===== src/rtl/comb_func_unit_if.sv =====
// Signal bundle for comb_func_unit: the input vector and its qualifier, plus the
// combinational, registered and cross-check results.
interface comb_func_unit_if #(
    parameter int CNT_W = 5
);
    logic             a;
    logic             b;
    logic             c;
    logic             d;
    logic             in_valid;
    logic             y;
    logic             y_q;
    logic             out_valid;
    logic             mismatch;
    logic             err_sticky;
    logic [CNT_W-1:0] vec_cnt;

    modport master (
        output a, b, c, d, in_valid,
        input  y, y_q, out_valid, mismatch, err_sticky, vec_cnt
    );

    modport slave (
        input  a, b, c, d, in_valid,
        output y, y_q, out_valid, mismatch, err_sticky, vec_cnt
    );
endinterface


===== src/rtl/comb_func_unit.sv =====
// Reference cell for y = ~(a & b & c & ~d), with a 1-cycle registered copy and a vector counter.
// Define COMB_XCHECK_EN to build gate, dataflow and behavioural copies and flag any disagreement.
module comb_func_unit #(
    parameter logic RESET_Y = 1'b1,
    parameter int   CNT_W   = 5
) (
    input logic            clk,
    input logic            rst,
    comb_func_unit_if.slave bus
);

    logic             y_df;
    logic             disagree;
    logic             y_q_r;
    logic             out_valid_r;
    logic             mismatch_r;
    logic             err_sticky_r;
    logic [CNT_W-1:0] vec_cnt_r;

    // Written in the original two-term form so the factoring stays visible.
    assign y_df = ~((bus.a | bus.d) & (bus.b & bus.c & ~bus.d));

`ifdef COMB_XCHECK_EN
    logic d_n;
    logic a_or_d;
    logic bc_nd;
    logic y_gate;
    logic y_beh;

    not  u_not_d  (d_n, bus.d);
    or   u_or_ad  (a_or_d, bus.a, bus.d);
    and  u_and_bc (bc_nd, bus.b, bus.c, d_n);
    nand u_nand_y (y_gate, a_or_d, bc_nd);

    always_comb begin
        y_beh = 1'b1;
        case ({bus.a, bus.b, bus.c, bus.d})
            4'b1110: y_beh = 1'b0;
            default: y_beh = 1'b1;
        endcase
    end

    assign disagree = ~((y_gate == y_df) && (y_df == y_beh));
`else
    assign disagree = 1'b0;
`endif

    always_ff @(posedge clk) begin
        if (rst) begin
            y_q_r        <= RESET_Y;
            out_valid_r  <= 1'b0;
            mismatch_r   <= 1'b0;
            err_sticky_r <= 1'b0;
            vec_cnt_r    <= '0;
        end else if (bus.in_valid) begin
            y_q_r        <= y_df;
            out_valid_r  <= 1'b1;
            mismatch_r   <= disagree;
            err_sticky_r <= err_sticky_r | disagree;
            vec_cnt_r    <= vec_cnt_r + 1'b1;
        end else begin
            out_valid_r  <= 1'b0;
            mismatch_r   <= 1'b0;
        end
    end

    assign bus.y          = y_df;
    assign bus.y_q        = y_q_r;
    assign bus.out_valid  = out_valid_r;
    assign bus.mismatch   = mismatch_r;
    assign bus.err_sticky = err_sticky_r;
    assign bus.vec_cnt    = vec_cnt_r;

endmodule


===== src/flat_wrapper.sv =====
// flat-port wrapper written by rule: the top's interface ports become plain ports
module comb_func_unit_flat 
#(
    parameter logic RESET_Y = 1'b1,
    parameter int   CNT_W   = 5
)
  (clk, rst, bus_a, bus_b, bus_c, bus_d, bus_in_valid, bus_y, bus_y_q, bus_out_valid, bus_mismatch, bus_err_sticky, bus_vec_cnt);
  comb_func_unit_if #(.CNT_W(CNT_W)) bus_i ();
  input logic clk;
  input logic rst;
  input wire logic [$bits(bus_i.a)-1:0] bus_a;
  input wire logic [$bits(bus_i.b)-1:0] bus_b;
  input wire logic [$bits(bus_i.c)-1:0] bus_c;
  input wire logic [$bits(bus_i.d)-1:0] bus_d;
  input wire logic [$bits(bus_i.in_valid)-1:0] bus_in_valid;
  output wire logic [$bits(bus_i.y)-1:0] bus_y;
  output wire logic [$bits(bus_i.y_q)-1:0] bus_y_q;
  output wire logic [$bits(bus_i.out_valid)-1:0] bus_out_valid;
  output wire logic [$bits(bus_i.mismatch)-1:0] bus_mismatch;
  output wire logic [$bits(bus_i.err_sticky)-1:0] bus_err_sticky;
  output wire logic [$bits(bus_i.vec_cnt)-1:0] bus_vec_cnt;
  assign bus_i.a = bus_a;
  assign bus_i.b = bus_b;
  assign bus_i.c = bus_c;
  assign bus_i.d = bus_d;
  assign bus_i.in_valid = bus_in_valid;
  assign bus_y = bus_i.y;
  assign bus_y_q = bus_i.y_q;
  assign bus_out_valid = bus_i.out_valid;
  assign bus_mismatch = bus_i.mismatch;
  assign bus_err_sticky = bus_i.err_sticky;
  assign bus_vec_cnt = bus_i.vec_cnt;
  comb_func_unit #(.RESET_Y(RESET_Y), .CNT_W(CNT_W)) u_core (.clk(clk), .rst(rst), .bus(bus_i));
endmodule

===== config.mk =====
export PLATFORM = sky130hd
export DESIGN_NAME = comb_func_unit_flat
export DESIGN_NICKNAME = d
export VERILOG_FILES = /design/src/rtl/comb_func_unit_if.sv /design/src/rtl/comb_func_unit.sv /design/src/flat_wrapper.sv
export SDC_FILE = /design/constraint.sdc
export NUM_CORES = 1
export LEC_CHECK = 0
export CAP_MARGIN = 25
export CELL_PAD_IN_SITES_DETAIL_PLACEMENT = 1
export CELL_PAD_IN_SITES_GLOBAL_PLACEMENT = 1
export CORE_AREA = 5 5 42 44
export CTS_CLUSTER_SIZE = 12
export DETAILED_ROUTE_END_ITERATION = 7
export DIE_AREA = 0 0 47 49
export PLACE_DENSITY = 0.8
export SETUP_SLACK_MARGIN = 0.2
export SLEW_MARGIN = 10
export SYNTH_ARGS = -nofsm -noshare
export SYNTH_HDL_FRONTEND = slang
export SYNTH_SLANG_ARGS = --single-unit

===== constraint.sdc =====
create_clock -name clk -period 3.41 [get_ports clk]
set_clock_uncertainty 0.2 [all_clocks]
set_input_delay 0.682 -clock clk [delete_from_list [all_inputs] [get_ports clk]]
set_output_delay 0.682 -clock clk [all_outputs]
set_load 0.01 [all_outputs]

; Yosys cells after proc, flatten, opt, wreduce, memory -nomap -nowiden
; Index checks and enable logic that the tools add are counted.
[classes]
bitwise_logic = 6
n_mux = 1
addsub = 1
[op_table]
columns = operator, count
row1 = "5-bit by 1-bit adder with 5-bit output, second input constant", 1
row2 = 1-bit bitwise AND, 3
row3 = 1-bit NOT, 2
row4 = 1-bit 2-to-1 mux, 1
row5 = 1-bit bitwise OR, 1
[word_totals]
output_inout_bits = 10
ff_bits = 7
elab_cells = 11

; Longest topological paths before layout
; Gate-level depths: netlist of the first run.
[depth]
word_depth = 4
depth_mapped = 3
ltp_nobuf = 3

; Least setup slack after synthesis of the first run
; Ideal clock, no wire load.
[synth_path]
path_type = input -> output
startpoint = in bus_d
endpoint = out bus_y
path_buffers = 0
path_stages = 1
path_slack_ns = 1.621
required_ns = 2.528
t_arrival_ns = 0.907
cell_sequence = nand4b_1
[synth_via]
elab_chain_len = 4
word_cells_on_any_way = 5
cone_classes = 5 x bitwise
[synth_rtl]
columns = element, line
row1 = start: declaration, flat_wrapper.sv:14  ; input wire logic [$bits(bus_i.d)-1:0] bus_d;
row2 = 1-bit NOT, comb_func_unit.sv:21  ; assign y_df = ~((bus.a | bus.d) & (bus.b & bus.c & ~bus.d));
row3 = 1-bit bitwise AND, comb_func_unit.sv:21
row4 = 1-bit bitwise AND *, comb_func_unit.sv:21
row5 = 1-bit NOT *, comb_func_unit.sv:21
row6 = end: declaration, flat_wrapper.sv:16  ; output wire logic [$bits(bus_i.y)-1:0] bus_y;
; Mark *: on every way between the ends. The rest lies on a longest branch, timed or not.

; Final worst setup path of the first run
; Same ends and word-level chain as after synthesis.

==> results.ini, run 1 <==
[setup_path]
r2r_start = u_core.bus.vec_cnt[0]
end_kind = output pin
startpoint_type = input port
path_max_fanout = 2
worst-setup-path-type = input port to output pin
critPathCapture = bus_y
arrival_ns = 1.82
reg2reg_to = u_core.bus.vec_cnt[4]
reg2reg_slack_ns = 2.04
r2r_cells = 3
required_ns = 2.53
startpoint = bus_d

[floorplan]
die_h_um = 49
start_util = 0.2304
rows = 14
die_x_um = 47
core-area_um2 = 1401
die-area_um2 = 2303
ios = 17

[power]
leakagePower_nw = 0.1935
finalPower_uw = 188.3
p_seq_frac = 0.470
intPower_uw = 146.2
vdd_drop_max_mv = 0.1534
powerDensity_nw_per_um2 = 390.9
clkPwrFrac = 0.386
p_sw_frac = 0.2239
netSwitchingPower_uw = 42.17
p_comb_frac = 0.144

[hold_path]
hp-class = flip-flop to flip-flop
holdPathStages = 2

[synth]
ys.warnings.count = 0
synth_area_um2 = 322.8
ys_seq_area_frac = 0.4341
ys_types = 19
synth.avg_cell_area_um2 = 9.782
async_reset_ff_frac = 0
synth_edf_count = 0
synthFlopType = dfxtp_1
syn_inst = 33
ys_ff_latch = 7

[sta]
fin_setup_tns_ns = 0
hold_viol = 0
slew_violations = 0
rsz0062_at_grt = false
final.period_utilization = 0.7911
period_minus_slack_ns = 2.698
fin_ws_ns = 0.7125
fmax_ghz = 0.3707
setup_violations = 0

[clock_network]
ctsResizeCount = 0
hold_buffers = 0
clock_sinks = 7
clock_latency_ns = 0.24
path_clk_slew_ns = 0.05
cts.htree.levels = 1
cts_buffers = 3
post_cts_buffers = 0
cts_tree = built
clk_path_buf_depth = 2
root_buffer = clkbuf_4

[drt]
antenna_left = 0
via_per_inst = 4.281
drt-total-wl_um = 646
vias = 274
first_pass_iters = 4
drc = 0
drtIter0Drc = 1
wl_per_cell_um = 10.09

[global_routing]
grt_pass1_wl_um = 1124
track_usage = 0.06765
grt_remaining_overflow = 0
grt_start_max_net_pins = 11
grt_pass1_vias = 289
antenna_found_initial = 0

[layout]
layout-drive-gt1-share = 0.08333
final_common_cell = clkdlybuf4s50_1
final_cell_mix = 14 x clkdlybuf4s50_1, 7 x dfxtp_1, 5 x nor2_1
multiInputGateArea_um2 = 151.4
diodes = 0
fillCellCount = 178
area_growth_pct = 49.22
final_nets = 57
regArea_um2 = 140.1

[status]
status = complete, no violations

[job]
drv_cap = 0

[place]
port_buffers = 14
gp_congestion = 0.6467
dpl.hpwl_um = 552.5
place_ws_ns = 0.7081

==> synth_stat cells, types with 2 or more instances <==
master	n	area [um2]
nand4_1	2	12.51
nor2b_1	2	12.51
mux2_1	2	22.52
dfxtp_1	7	140.1
nor2_1	5	18.77
buf_4	2	15.01
==> cells by family after synthesis <==
logic type,share of synthesized area
compound gates,0.07363
buf+inv,0.1085
mux,0.1008
simple gates,0.2054
flops,0.4341
fa+ha+maj,0.03875
other cells,0.01162
xor+xnor,0.02714
==> metal layers <==
layer | wire length, um | track usage
met1 | 222 | 0.06608
met2 | 345 | 0.1018
met3 | 74 | 0.03321
met4 | 4 | 0.05530
met5 | 0 | 0
==> final cells by class <==
type,count,share of cell area
Inverter,1,0.007792
Clock buffer,4,0.05455
Timing Repair Buffer,14,0.2909
Multi-Input combinational cell,22,0.3143
Sequential cell,7,0.2909
Tap cell,16,0.04156
==> through the flow <==
step / utilization / instance area (um2) / cells / hold WS, ns
global placement: 0.3250 / 455.4 / 60 / 0.3275
floorplan: - / 326.6 / 34 / 0.3541
global route: 0.3438 / 481.7 / 64 / 0.3844
finish: 0.3438 / 481.7 / 64 / 0.3484
detailed placement: 0.3250 / 455.4 / 60 / 0.3427
CTS: 0.3438 / 481.7 / 64 / 0.3548
==> worst max-delay path, cell delays in order <==
cell             delay, ns
clkdlybuf4s50_1       0.45
nand4b_1              0.13
clkdlybuf4s50_1       0.56
==> how the worst min path moves through the flow <==
stage | start | to | slack, ns
global route | u_core.bus.vec_cnt[4] | u_core.bus.vec_cnt[4] | 0.38
global placement | u_core.bus.vec_cnt[4] | u_core.bus.vec_cnt[4] | 0.33
finish | u_core.bus.vec_cnt[4] | u_core.bus.vec_cnt[4] | 0.35
floorplan | u_core.bus.vec_cnt[4] | u_core.bus.vec_cnt[4] | 0.35
detailed placement | u_core.bus.vec_cnt[4] | u_core.bus.vec_cnt[4] | 0.34
CTS | u_core.bus.vec_cnt[4] | u_core.bus.vec_cnt[4] | 0.35
==> flip-flops by register name (all words and copies together) (netlist names) <==
name,flops
u_core.bus.out_valid,1
u_core.bus.y_q,1
u_core.bus.vec_cnt,5
==> power by group through the flow <==
stage                     sequential [mW]  clock (mW)  combinational, mW
after floorplan                    0.0913           0             0.0133
after detailed placement           0.0902           0             0.0276
after CTS                          0.0886      0.0760             0.0277
final                              0.0885      0.0726             0.0272
after global routing               0.0890      0.0840             0.0299
after global placement             0.0899           0             0.0267
Note: power is estimated with default switching activity, not from simulation.
==> run 2: changes to the inputs <==
--- a/config.mk
+++ b/config.mk
@@ -8,10 +8,10 @@
 export CAP_MARGIN = 25
 export CELL_PAD_IN_SITES_DETAIL_PLACEMENT = 1
 export CELL_PAD_IN_SITES_GLOBAL_PLACEMENT = 1
-export CORE_AREA = 5 5 42 44
+export CORE_MARGIN = 5
+export CORE_UTILIZATION = 23
 export CTS_CLUSTER_SIZE = 12
 export DETAILED_ROUTE_END_ITERATION = 7
-export DIE_AREA = 0 0 47 49
 export PLACE_DENSITY = 0.8
 export SETUP_SLACK_MARGIN = 0.2
 export SLEW_MARGIN = 10
==> constraint.sdc (replaced) <==
create_clock -name clk -period 2.2 [get_ports clk]
set_clock_uncertainty 0.2 [all_clocks]
set_input_delay 0.44 -clock clk [delete_from_list [all_inputs] [get_ports clk]]
set_output_delay 0.44 -clock clk [all_outputs]
set_load 0.01 [all_outputs]
==> results.ini, run 2 (synthesis results as in run 1) <==
[status]
status = complete, no violations

[drt]
wl_met3_um = 70
drt-total-wl_um = 687
first_pass_iters = 1
drtIter0Drc = 0
vias = 285
drc = 0
via_per_inst = 4.524
top_layer_used = met4
wl_met1_um = 221
wl_met2_um = 391
wl_per_cell_um = 10.90
antenna_left = 0

[setup_path]
path_max_fanout = 2
arrival_ns = 1.31
r2r_cells = 3
startpoint_type = input port
worst-setup-path-type = input port to output pin
required_ns = 1.56
critPathMaxStageDelay_ns = 0.40
end_kind = output pin
crit_path_top_delay_cell = clkdlybuf4s50_1
crit_chain = clkdlybuf4s50_1, nand4b_1, clkdlybuf4s15_1

[global_routing]
grt_pass1_vias = 292
track_usage = 0.06830
antenna_found_initial = 0
grt_start_max_net_pins = 11
grt_pass1_wl_um = 1069
grt_remaining_overflow = 0

[layout]
final_common_cell = clkdlybuf4s50_1
layout-drive-gt1-share = 0.08333
diodes = 0
final_nets = 57
postLayoutCoreUtil = 0.3647
area_growth_pct = 48.84
final_cell_area_um2 = 480.5
final_cell_mix = 13 x clkdlybuf4s50_1, 7 x dfxtp_1, 5 x nor2_1
stdcell_count = 63
largest_register_ffs = 5

[hold_path]
hp-class = flip-flop to flip-flop
holdPathStages = 2

[clock_network]
root_buffer = clkbuf_4
clock_sinks = 7
clk_path_buf_depth = 2
cts_tree = built
clock_latency_ns = 0.24
hold_buffers = 0
cts.htree.levels = 1
cts_buffers = 3
path_clk_slew_ns = 0.05

[sta]
hold_viol = 0
setup_violations = 0
period_minus_slack_ns = 1.949
fmax_ghz = 0.5130
final.period_utilization = 0.8860
rsz0062_at_grt = false
whs_ns = 0.3579
slew_violations = 0

[power]
vdd_drop_max_mv = 0.2421
powerDensity_nw_per_um2 = 603.1
leakagePower_nw = 0.1936
finalPower_uw = 289.8

[place]
port_buffers = 14
gp_congestion = 0.6347
dpl_cell_area_um2 = 454.2
placedCellCount = 59
dpl.hpwl_um = 574

[floorplan]
start_util = 0.2450
die_h_um = 47.47
die-area_um2 = 2253
die_x_um = 47.47
rows = 13
core-area_um2 = 1318
ios = 17

[job]
drv_cap = 0

## run 2: changes by cell type in the layout (fill, tap and decap cells not counted)
| cell | change |
|---|---|
| clkdlybuf4s50_1 | -1 |
| clkdlybuf4s15_1 | +1 |
## run 2: per-stage QoR
| step | worst slack (ns) | TNS (ns) |
|---|---|---|
| global placement | 0.01096 | 0 |
| finish | 0.2508 | 0 |
| global route | 0.2035 | 0 |
| floorplan | 0.8623 | 0 |
| CTS | 0.2338 | 0 |
| detailed placement | -0.03127 | -0.03127 |
## run 2: where the power goes
group / switching [mW] / internal (mW) / leakage [nW]
sequential: 0.00478 / 0.132 / 0.0571
combinational: 0.0176 / 0.0250 / 0.121
clock: 0.0413 / 0.0688 / 0.0150
total: 0.0636 / 0.226 / 0.194
## run 2: cell type report
cell class                      count  area [um2]
Tap cell                           15       18.77
Sequential cell                     7       140.1
Multi-Input combinational cell     22       151.4
Clock buffer                        4       26.28
Timing Repair Buffer               14       140.1
Fill cell                         157       837.1
Inverter                            1       3.754
## run 2: path summary, 6_finish.rpt
kind / start / to / slack (ns)
worst max-delay path: bus_d / bus_y / 0.25
worst min-delay path: u_core.bus.vec_cnt[4] / u_core.bus.vec_cnt[4] / 0.36
worst max register to register: u_core.bus.vec_cnt[0] / u_core.bus.vec_cnt[4] / 0.84
worst min register to register: u_core.bus.vec_cnt[4] / u_core.bus.vec_cnt[4] / 0.36
## run 2: critical path, delay by kind of cell
| family | cells | cell delay, ns |
|---|---|---|
| buf+inv | 2 | 0.66 |
| simple gates | 1 | 0.20 |
## run 2: what timing repair did
| action | in CTS | in global routing |
|---|---|---|
| resized for setup | 2 | 0 |
| setup buffers | 0 | 0 |
| endpoints found under the setup margin | 1 | 0 |
| hold endpoints to repair | 0 | 0 |
## run 2: layer usage
layer / track usage / up-vias
met4: 0.03315 / 0
li1: - / 137
met3: 0.03008 / 2
met5: 0 / -
met1: 0.05656 / 136
met2: 0.1337 / 10
